### src/rtl/uart_pkg.sv
// Shared UART definitions: serialiser state encoding, frame width and baud divisor helper.
package uart_pkg;

    localparam int DATA_BITS = 8;

    typedef enum logic [1:0] {IDLE, START, DATA, STOP} tx_state_t;

    // Clock cycles per bit, truncated toward zero.
    function automatic int baud_div(input int clk_freq, input int baud);
        return clk_freq / baud;
    endfunction

endpackage

### src/rtl/uart_tx_fifo_if.sv
// Byte-write side and line/status side of the UART transmitter.
interface uart_tx_fifo_if #(
    parameter int DEPTH = 16
);
    import uart_pkg::*;

    logic                   wr_en;
    logic [DATA_BITS-1:0]   wr_data;
    logic                   full;
    logic                   empty;
    logic [$clog2(DEPTH):0] count;
    logic                   overflow;
    logic                   busy;
    logic                   tx;

    modport master (
        output wr_en, wr_data,
        input  full, empty, count, overflow, busy, tx
    );

    modport slave (
        input  wr_en, wr_data,
        output full, empty, count, overflow, busy, tx
    );

endinterface

### src/rtl/sync_fifo.sv
// Single-clock FIFO with registered full/empty/count; a push into an empty FIFO is not bypassed.
module sync_fifo #(
    parameter int WIDTH = 8,
    parameter int DEPTH = 16
) (
    input  logic                   clk,
    input  logic                   rst_n,
    input  logic                   push,
    input  logic [WIDTH-1:0]       push_data,
    input  logic                   pop,
    output logic [WIDTH-1:0]       pop_data,
    output logic                   full,
    output logic                   empty,
    output logic [$clog2(DEPTH):0] count
);
    localparam int AW = $clog2(DEPTH);

    logic [WIDTH-1:0] mem [DEPTH];
    logic [AW-1:0]    wr_ptr;
    logic [AW-1:0]    rd_ptr;
    logic [AW:0]      count_next;
    logic             push_ok;
    logic             pop_ok;

    // A write while full is dropped even if a pop happens in the same cycle.
    assign push_ok  = push && !full;
    assign pop_ok   = pop && !empty;
    assign pop_data = mem[rd_ptr];

    always_comb begin
        count_next = count;
        if (push_ok && !pop_ok)
            count_next = count + (AW+1)'(1);
        else if (pop_ok && !push_ok)
            count_next = count - (AW+1)'(1);
    end

    // NOTE: storage has no reset; only pointers and flags define validity, so it maps to plain RAM.
    always_ff @(posedge clk) begin
        if (push_ok)
            mem[wr_ptr] <= push_data;
    end

    // NOTE: sequential state uses non-blocking assignments so every register samples pre-edge values.
    always_ff @(posedge clk or negedge rst_n) begin
        if (!rst_n) begin
            wr_ptr <= '0;
            rd_ptr <= '0;
            count  <= '0;
            full   <= 1'b0;
            empty  <= 1'b1;
        end else begin
            if (push_ok) wr_ptr <= wr_ptr + AW'(1);
            if (pop_ok)  rd_ptr <= rd_ptr + AW'(1);
            count <= count_next;
            full  <= (count_next == (AW+1)'(DEPTH));
            empty <= (count_next == '0);
        end
    end

endmodule

### src/rtl/uart_tx_fifo.sv
// UART transmitter: FIFO-buffered bytes serialised 8N1, LSB first, with contiguous back-to-back frames.
module uart_tx_fifo
    import uart_pkg::*;
#(
    parameter int CLK_FREQ = 100_000_000,
    parameter int BAUD     = 115200,
    parameter int DEPTH    = 16
) (
    input  logic           clk,
    input  logic           rst_n,
    uart_tx_fifo_if.slave  bus
);
    localparam int BAUD_DIV = baud_div(CLK_FREQ, BAUD);
    localparam int CNT_W    = $clog2(BAUD_DIV);

    tx_state_t            state, state_n;
    logic [CNT_W-1:0]     baud_cnt, baud_cnt_n;
    logic [2:0]           bit_idx, bit_idx_n;
    logic [DATA_BITS-1:0] shift, shift_n;
    logic [DATA_BITS-1:0] pop_data;
    logic                 pop;
    logic                 bit_end;
    logic                 tx_q, busy_q, overflow_q;

    sync_fifo #(.WIDTH(DATA_BITS), .DEPTH(DEPTH)) u_fifo (
        .clk       (clk),
        .rst_n     (rst_n),
        .push      (bus.wr_en),
        .push_data (bus.wr_data),
        .pop       (pop),
        .pop_data  (pop_data),
        .full      (bus.full),
        .empty     (bus.empty),
        .count     (bus.count)
    );

    assign bit_end = (baud_cnt == CNT_W'(BAUD_DIV - 1));

    // NOTE: every output of this block gets a default first, so no path can infer a latch.
    always_comb begin
        state_n    = state;
        baud_cnt_n = baud_cnt + CNT_W'(1);
        bit_idx_n  = bit_idx;
        shift_n    = shift;
        pop        = 1'b0;
        unique case (state)
            IDLE: begin
                baud_cnt_n = '0;
                if (!bus.empty) begin
                    pop       = 1'b1;
                    shift_n   = pop_data;
                    bit_idx_n = '0;
                    state_n   = START;
                end
            end
            START: begin
                if (bit_end) begin
                    baud_cnt_n = '0;
                    state_n    = DATA;
                end
            end
            DATA: begin
                if (bit_end) begin
                    baud_cnt_n = '0;
                    shift_n    = shift >> 1;
                    bit_idx_n  = bit_idx + 3'd1;
                    if (bit_idx == 3'(DATA_BITS - 1))
                        state_n = STOP;
                end
            end
            STOP: begin
                if (bit_end) begin
                    baud_cnt_n = '0;
                    // Chain straight into the next start bit when more data is queued.
                    if (!bus.empty) begin
                        pop       = 1'b1;
                        shift_n   = pop_data;
                        bit_idx_n = '0;
                        state_n   = START;
                    end else begin
                        state_n = IDLE;
                    end
                end
            end
            default: state_n = IDLE;
        endcase
    end

    always_ff @(posedge clk or negedge rst_n) begin
        if (!rst_n) begin
            state      <= IDLE;
            baud_cnt   <= '0;
            bit_idx    <= '0;
            shift      <= '0;
            tx_q       <= 1'b1;
            busy_q     <= 1'b0;
            overflow_q <= 1'b0;
        end else begin
            state      <= state_n;
            baud_cnt   <= baud_cnt_n;
            bit_idx    <= bit_idx_n;
            shift      <= shift_n;
            // Line and busy follow the current state one cycle later, keeping tx glitch-free.
            tx_q       <= (state == START) ? 1'b0 : (state == DATA) ? shift[0] : 1'b1;
            busy_q     <= (state != IDLE);
            overflow_q <= bus.wr_en && bus.full;
        end
    end

    assign bus.tx       = tx_q;
    assign bus.busy     = busy_q;
    assign bus.overflow = overflow_q;

endmodule
### src/flat_wrapper.sv
// flat-port wrapper written by rule: the top's interface ports become plain ports
module uart_tx_fifo_flat import uart_pkg::*;
#(
    parameter int CLK_FREQ = 100_000_000,
    parameter int BAUD     = 115200,
    parameter int DEPTH    = 16
)
  (clk, rst_n, bus_wr_en, bus_wr_data, bus_full, bus_empty, bus_count, bus_overflow, bus_busy, bus_tx);
  uart_tx_fifo_if #(.DEPTH(DEPTH)) bus_i ();
  input  logic clk;
  input  logic rst_n;
  input wire logic [$bits(bus_i.wr_en)-1:0] bus_wr_en;
  input wire logic [$bits(bus_i.wr_data)-1:0] bus_wr_data;
  output wire logic [$bits(bus_i.full)-1:0] bus_full;
  output wire logic [$bits(bus_i.empty)-1:0] bus_empty;
  output wire logic [$bits(bus_i.count)-1:0] bus_count;
  output wire logic [$bits(bus_i.overflow)-1:0] bus_overflow;
  output wire logic [$bits(bus_i.busy)-1:0] bus_busy;
  output wire logic [$bits(bus_i.tx)-1:0] bus_tx;
  assign bus_i.wr_en = bus_wr_en;
  assign bus_i.wr_data = bus_wr_data;
  assign bus_full = bus_i.full;
  assign bus_empty = bus_i.empty;
  assign bus_count = bus_i.count;
  assign bus_overflow = bus_i.overflow;
  assign bus_busy = bus_i.busy;
  assign bus_tx = bus_i.tx;
  uart_tx_fifo #(.CLK_FREQ(CLK_FREQ), .BAUD(BAUD), .DEPTH(DEPTH)) u_core (.clk(clk), .rst_n(rst_n), .bus(bus_i));
endmodule
### config.mk
export PLATFORM = sky130hd
export DESIGN_NAME = uart_tx_fifo_flat
export DESIGN_NICKNAME = d
export VERILOG_FILES = /design/src/rtl/uart_pkg.sv /design/src/rtl/uart_tx_fifo_if.sv /design/src/rtl/sync_fifo.sv /design/src/rtl/uart_tx_fifo.sv /design/src/flat_wrapper.sv
export SDC_FILE = /design/constraint.sdc
export NUM_CORES = 1
export LEC_CHECK = 0
export CORE_MARGIN = 4
export CORE_UTILIZATION = 30
export DETAILED_ROUTE_END_ITERATION = 10
export HOLD_SLACK_MARGIN = 0.05
export PLACE_DENSITY_LB_ADDON = 0.05
export SLEW_MARGIN = 30
export SYNTH_ARGS = -nofsm -noshare
export SYNTH_HDL_FRONTEND = slang
export SYNTH_HIERARCHICAL = 1
export SYNTH_SLANG_ARGS = --single-unit
export TNS_END_PERCENT = 10
### constraint.sdc
create_clock -name clk -period 2.4 [get_ports clk]
set_input_delay 0.48 -clock clk [delete_from_list [all_inputs] [get_ports clk]]
set_output_delay 0.48 -clock clk [all_outputs]
set_load 0.05 [all_outputs]
Word-level counts from Yosys, hierarchy flattened. Memory sizes are Yosys's and may differ from the RTL's. Index checks and enable logic that the tools add are counted.

Bits in registers: 41. Memory bits (writable): 128. Bits of input ports: 11. Logic and storage cells: 72. Memories kept: 1.

Add/sub/neg operators: 6. Eq/ne operators: 11. Multiplexer cells: 26. Reduce and logical (&&, ||, !) cells: 16.

Memories: u_core.u_fifo.mem (words 16, bits a word 8, read ports 1, clocked after Yosys merged registers in 0, wr ports 1, line sync_fifo.sv:18) `logic [WIDTH-1:0] mem [DEPTH];`.

Operator list (number): $mux 8 (3); $pmux 8 s3 (1); $pmux 10 s2 (1); $add 10x1->10 const B (1); $eq 10x10->1 const B (1); $mux 10 (1); $mux 2 (5); $mux 5 (2); $mux 3 (3); $pmux 3 s3 (1); $add 4x1->4 const B (2); $ne 2x1->1 const B (4); $pmux 2 s4 (1); $mux 1 (7); $add 5x1->5 const B (1); $eq 5x5->1 const B (1); $logic_and 1x1->1 (5); $logic_not 5->1 (1); $reduce_and 5->1 (1); $sub 5x1->5 const B (1); $eq 2x2->1 const B (2); $logic_not 1->1 (4); $add 3x1->3 const B (1); $eq 3x3->1 const B (1); other kinds (8) (8).

Logic depth before layout (Yosys ltp).
Depth in word-level cells: 8. Mapped depth: 11. Mapped depth without buffers: 10.

By module. The synthesis kept the hierarchy.

By module, submodules not included: sync_fifo (times used 1, cells each 295, area an instance 5813.1 um^2); uart_tx_fifo (times used 1, cells each 117, area an instance 1385.1 um^2).

Least setup slack after synthesis. Ideal clock, no wire load.

Path kind: flip-flop to flip-flop. Start: register u_core.baud_cnt[0]. End: register u_core.u_fifo.full. Setup time: 0.088 ns. Arrival time: 2.328 ns. Path slack: -0.016 ns. Cell stages (with the launch flop): 12. Path buffers: 1. Cells stage by stage: dfrtp_1 > ha_1 > or3b_4 > nor4_4 > a21oi_1 > nor3_1 > nor2b_1 > buf_2 > nor2_1 > nor4_1 > o32ai_1 > nor3b_1.

Word-level cells in the longest chain between the ends: 8. Elaborated cells between the ends (all ways): 10. Those cells by class: eq/ne (2); mux (4); reduce/logical (4).

Ends and longest elaborated chain: from (decl) (line uart_tx_fifo.sv:17) `logic [CNT_W-1:0] baud_cnt, baud_cnt_n;`; from (signal assigned) (line uart_tx_fifo.sv:100) `baud_cnt <= baud_cnt_n;`; $eq 10x10->1 (*) (line uart_tx_fifo.sv:37) `assign bit_end = (baud_cnt == CNT_W'(BAUD_DIV - 1));`; $mux 1 (*) (line uart_tx_fifo.sv:72) `if (bit_end) begin`; $pmux 1 s2 (*) (line uart_tx_fifo.sv:46) `unique case (state)`; via u_core.pop (line uart_tx_fifo.sv:21) `logic pop;`; $logic_and 1x1->1 (*) (line sync_fifo.sv:27) `assign pop_ok = pop && !empty;`; $logic_and 1x1->1 / $logic_not 1->1 (equally long branches) (line sync_fifo.sv:34, sync_fifo.sv:32); $mux 5 / $logic_and 1x1->1 (equally long branches) (line sync_fifo.sv:34, sync_fifo.sv:32); $mux 5 (*) (line sync_fifo.sv:32) `if (push_ok && !pop_ok)`; $eq 5x5->1 (*) (line sync_fifo.sv:56) `full <= (count_next == (AW+1)'(DEPTH));`; to (signal assigned) (line sync_fifo.sv:56); to (decl) (line sync_fifo.sv:12) `output logic full,`.

Mark *: on every way through the listed nets, which the timed path passes. The rest lies on a longest branch. A chain may end at the register's enable or synchronous reset.

Final worst setup path.
Start: register u_core.baud_cnt[0]. End: register u_core.u_fifo.full.

Word-level cells in the longest chain between the ends: 8. Elaborated cells between the ends (all ways): 10. Those cells by class: eq/ne (2); mux (4); reduce/logical (4).

Ends and longest elaborated chain: $eq 10x10->1 (*) (line uart_tx_fifo.sv:37); $mux 1 (*) (line uart_tx_fifo.sv:72); $pmux 1 s2 (*) (line uart_tx_fifo.sv:46); via u_core.pop (line uart_tx_fifo.sv:21); $logic_and 1x1->1 (*) (line sync_fifo.sv:27); $logic_and 1x1->1 / $logic_not 1->1 (equally long branches) (line sync_fifo.sv:34, sync_fifo.sv:32); $mux 5 / $logic_and 1x1->1 (equally long branches) (line sync_fifo.sv:34, sync_fifo.sv:32); $mux 5 (*) (line sync_fifo.sv:32); via u_core.u_fifo.count_next[4] (line sync_fifo.sv:21) `logic [AW:0] count_next;`; $eq 5x5->1 (*) (line sync_fifo.sv:56).

Marked as above.

==> impl_metrics.yaml <==
outcome:
  outcome: "finished with violations"
  violations: "negative setup slack"
floorplanning:
  start_util_pct: 30.6
  die_x_um: 163
  core_area_mm2: 0.0235
  dieArea_mm2: 0.0265
  io-pin-count: 21
  die_y_um: 163
  rows: 56
synth:
  ys_types: 49
  syn-num-nets: 439
  syn_area_mm2: 0.00720
  netlist_instances: 412
  ys.warnings.count: 6
  yosysTopAreaCell: "edfxtp_1"
  synth_top_flop_cell: "edfxtp_1"
  async_flop_share_pct: 24.3
  synth-edff-count: 128
  ys_ff_latch: 169
  seq_area_frac_synth_pct: 67.7
  synth_top_area_share_pct: 53.4
  synth_area_leaders: "edfxtp_1 53%, dfrtp_1 14%, mux4_2 5.6%, mux4_1 5.1%, ha_1 2.8%"
  syn_area_per_cell_um2: 17.5
placement:
  placed_area_mm2: 0.00817
  pre_cts_ws_ns: -0.264
  gp_congestion: 0.742
  dp_hpwl_um: 9890
  port_buffers: 20
sta:
  setup_viol_count_final: 1
  skew_ns: 0.00913
  hold_viol_final: 0
  max_freq_ghz: 0.416
  whs_ns: 0.0496
  rsz0062_at_grt: "true"
  relSlewSlack_pct: 58.7
  min_period_ns: 2.40
  fin_crit_sh_pct: 100
  setup_tns_ns: -0.00181
  finalMaxSlewViolations: 0
  layout_setup_ws_ns: -0.00181
  worst_pin_slew_ns: 0.618
pwr:
  total_power_uw: 10600
  p_seq_share_pct: 37.5
  power_density_mw_per_mm2: 1200
  p_comb_share_pct: 36.6
  ir_drop_v: 0.000463
  p_clk_share_pct: 25.9
  leakagePower_uw: 0.00320
  netSwitchingFraction_pct: 33.9
  power_switching_uw: 3580
  p_int_uw: 6990
cells_and_area:
  drive_above_1_share_pct: 25.7
  final_area_mm2: 0.00884
  area_growth_pct: 22.8
  antenna_cells: 0
  fin_nets: 505
worst_setup_path:
  critPathMaxFanout: 4
  cp-end-kind: "register"
  cp-start-kind: "register"
  critPathArrivalTime_ns: 2.73
  critPathKind: "register to register"
  worst-endpoint-required_ns: 2.73
clocking:
  cts_root_buffer: "clkbuf_16"
  htree_levels: 4
  tritoncts: "yes"
  clkSlewWorstSetupHoldPaths_ns: 0.07
  cts.sinks: 169
  cts_made_buffers: 17
  clk_path_buf_depth: 2
  clock_latency_ns: 0.42
grt:
  grt_pass1_wl_um: 23700
  grt_pass1_vias: 3898
  track_usage_pct: 12.1
  grt_max_degree: 25
  overflow: 0
  antenna_found_initial: 0
route:
  postRouteAntennaNets: 0
  firstDrtPassIters: 4
  drt_iter0_drc: 154
  drc: 0
  vias_per_cell: 4.51
  drt_wl_total_um: 14900
  vias: 3651
  drt-wirelength-per-cell_um: 18.4
flow_run:
  max-cap-violations: 0
hold_path:
  min_path_type: "primary input to asynchronous set/reset pin"
## per-stage QoR
step           utilization, %  instances
3_3_place_gp             34.7        776
2_1_floorplan               -        412
5_1_grt                  37.6        810
4_1_cts                  37.4        808
3_5_place_dp             34.7        776
6_report                 37.6        810
## per-layer routing
layer	vias to the layer above	track usage, %	part of all wire, %
li1	1728	-	-
met1	1890	16.4	48
met2	25	19.7	49
met3	8	2.81	1.7
met4	0	3.43	1.1
met5	-	0	0
## cells in the final DEF, fill, tap and decap left out, drive strengths merged, types with 9 or more instances in the layout
cell / count
a22oi: 17
and2: 18
buf: 44
clkbuf: 17
clkdlybuf4s50: 18
clkinv: 9
dfrtp: 39
edfxtp: 128
ha: 16
inv: 22
mux2: 14
mux4: 32
nand2: 18
nor2: 21
xnor2: 11
## power by group through the flow
stage / Sequential (uW) / Clock, uW / Combinational [uW]
finish: 3970 / 2740 / 3870
global route: 4030 / 2990 / 4240
CTS: 3980 / 2850 / 3930
detailed placement: 4030 / 0 / 3890
global placement: 4020 / 0 / 3880
floorplan: 4190 / 0 / 2470
## cells in the mapped netlist, drive strengths merged (4+ instances only)
master and n:
a22oi 17, and2 18, and3 5, buf 12, dfrtp 39, edfxtp 128
ha 16, inv 16, mux2 14, mux2i 4, mux4 32, nand2 18
nand3 6, nand4 5, nor2 21, nor3 6, xnor2 11, xor2 6
## state kept, by name, indices dropped and copies added (netlist names)
register and cells:
u_core/state 2, u_core/baud_cnt 10, u_core/u_fifo/mem 128, u_core/bus.tx 1, u_core/u_fifo/rd_ptr 4, u_core/bus.busy 1, u_core/bus.overflow 1, u_core/u_fifo/empty 1
u_core/bit_idx 3, u_core/shift 8, u_core/u_fifo/full 1, u_core/u_fifo/wr_ptr 4, u_core/u_fifo/count 5
## path summary, 6_finish.rpt
check	start	to	slack, ns	cells after the start
worst max-delay path	u_core/baud_cnt[0]	u_core/u_fifo/full	-0.002	10
worst min-delay path	rst_n	u_core/shift[4]	0.05	1
worst max register to register	u_core/baud_cnt[0]	u_core/u_fifo/full	-0.002	10
worst min register to register	u_core/shift[5]	u_core/shift[5]	0.51	1
max in group asynchronous	rst_n	u_core/bus.tx	1.79	2
min in group clk	u_core/shift[5]	u_core/shift[5]	0.51	1
## area by class of cell
class / instances / area [um2]
Fill cell: 2237 / 14700
Inverter: 16 / 60.1
Clock inverter: 15 / 191
Clock buffer: 17 / 425
Tap cell: 319 / 399
Timing Repair Buffer: 63 / 729
Multi-Input combinational cell: 211 / 2160
Sequential cell: 169 / 4870
## critical path, cell delays in order, from the launching register on
cell and delay (ns):
dfrtp_1 0.35, ha_1 0.17, or3b_4 0.39, nor4_4 0.15
a21oi_1 0.11, nor3_2 0.25, nor2b_4 0.26, nor3_1 0.09
a31oi_2 0.19, xnor2_2 0.15, nor3b_1 0.21
## timing repair
action / 4_1_cts / 5_1_grt
gates resized for setup: 7 / 4
pin swaps: 1 / 5
setup endpoints to repair: 7 / 5
hold buffers: 0 / 0
setup buffers: 0 / 2
## kinds of logic (layout without fill, tap and decap cells)
logic type,after synthesis,after routing,share of synthesized area [%]
adder cells (fa/ha/maj),16,16,2.78
flip-flops,169,169,67.7
AO/OA/AOI/OAI,34,34,3.60
multiplexers,50,50,13.8
AND/OR/NAND/NOR,94,94,7.11
XOR/XNOR,17,17,2.17
buffers and inverters,32,111,2.85
(Power assumes the default switching activity.)
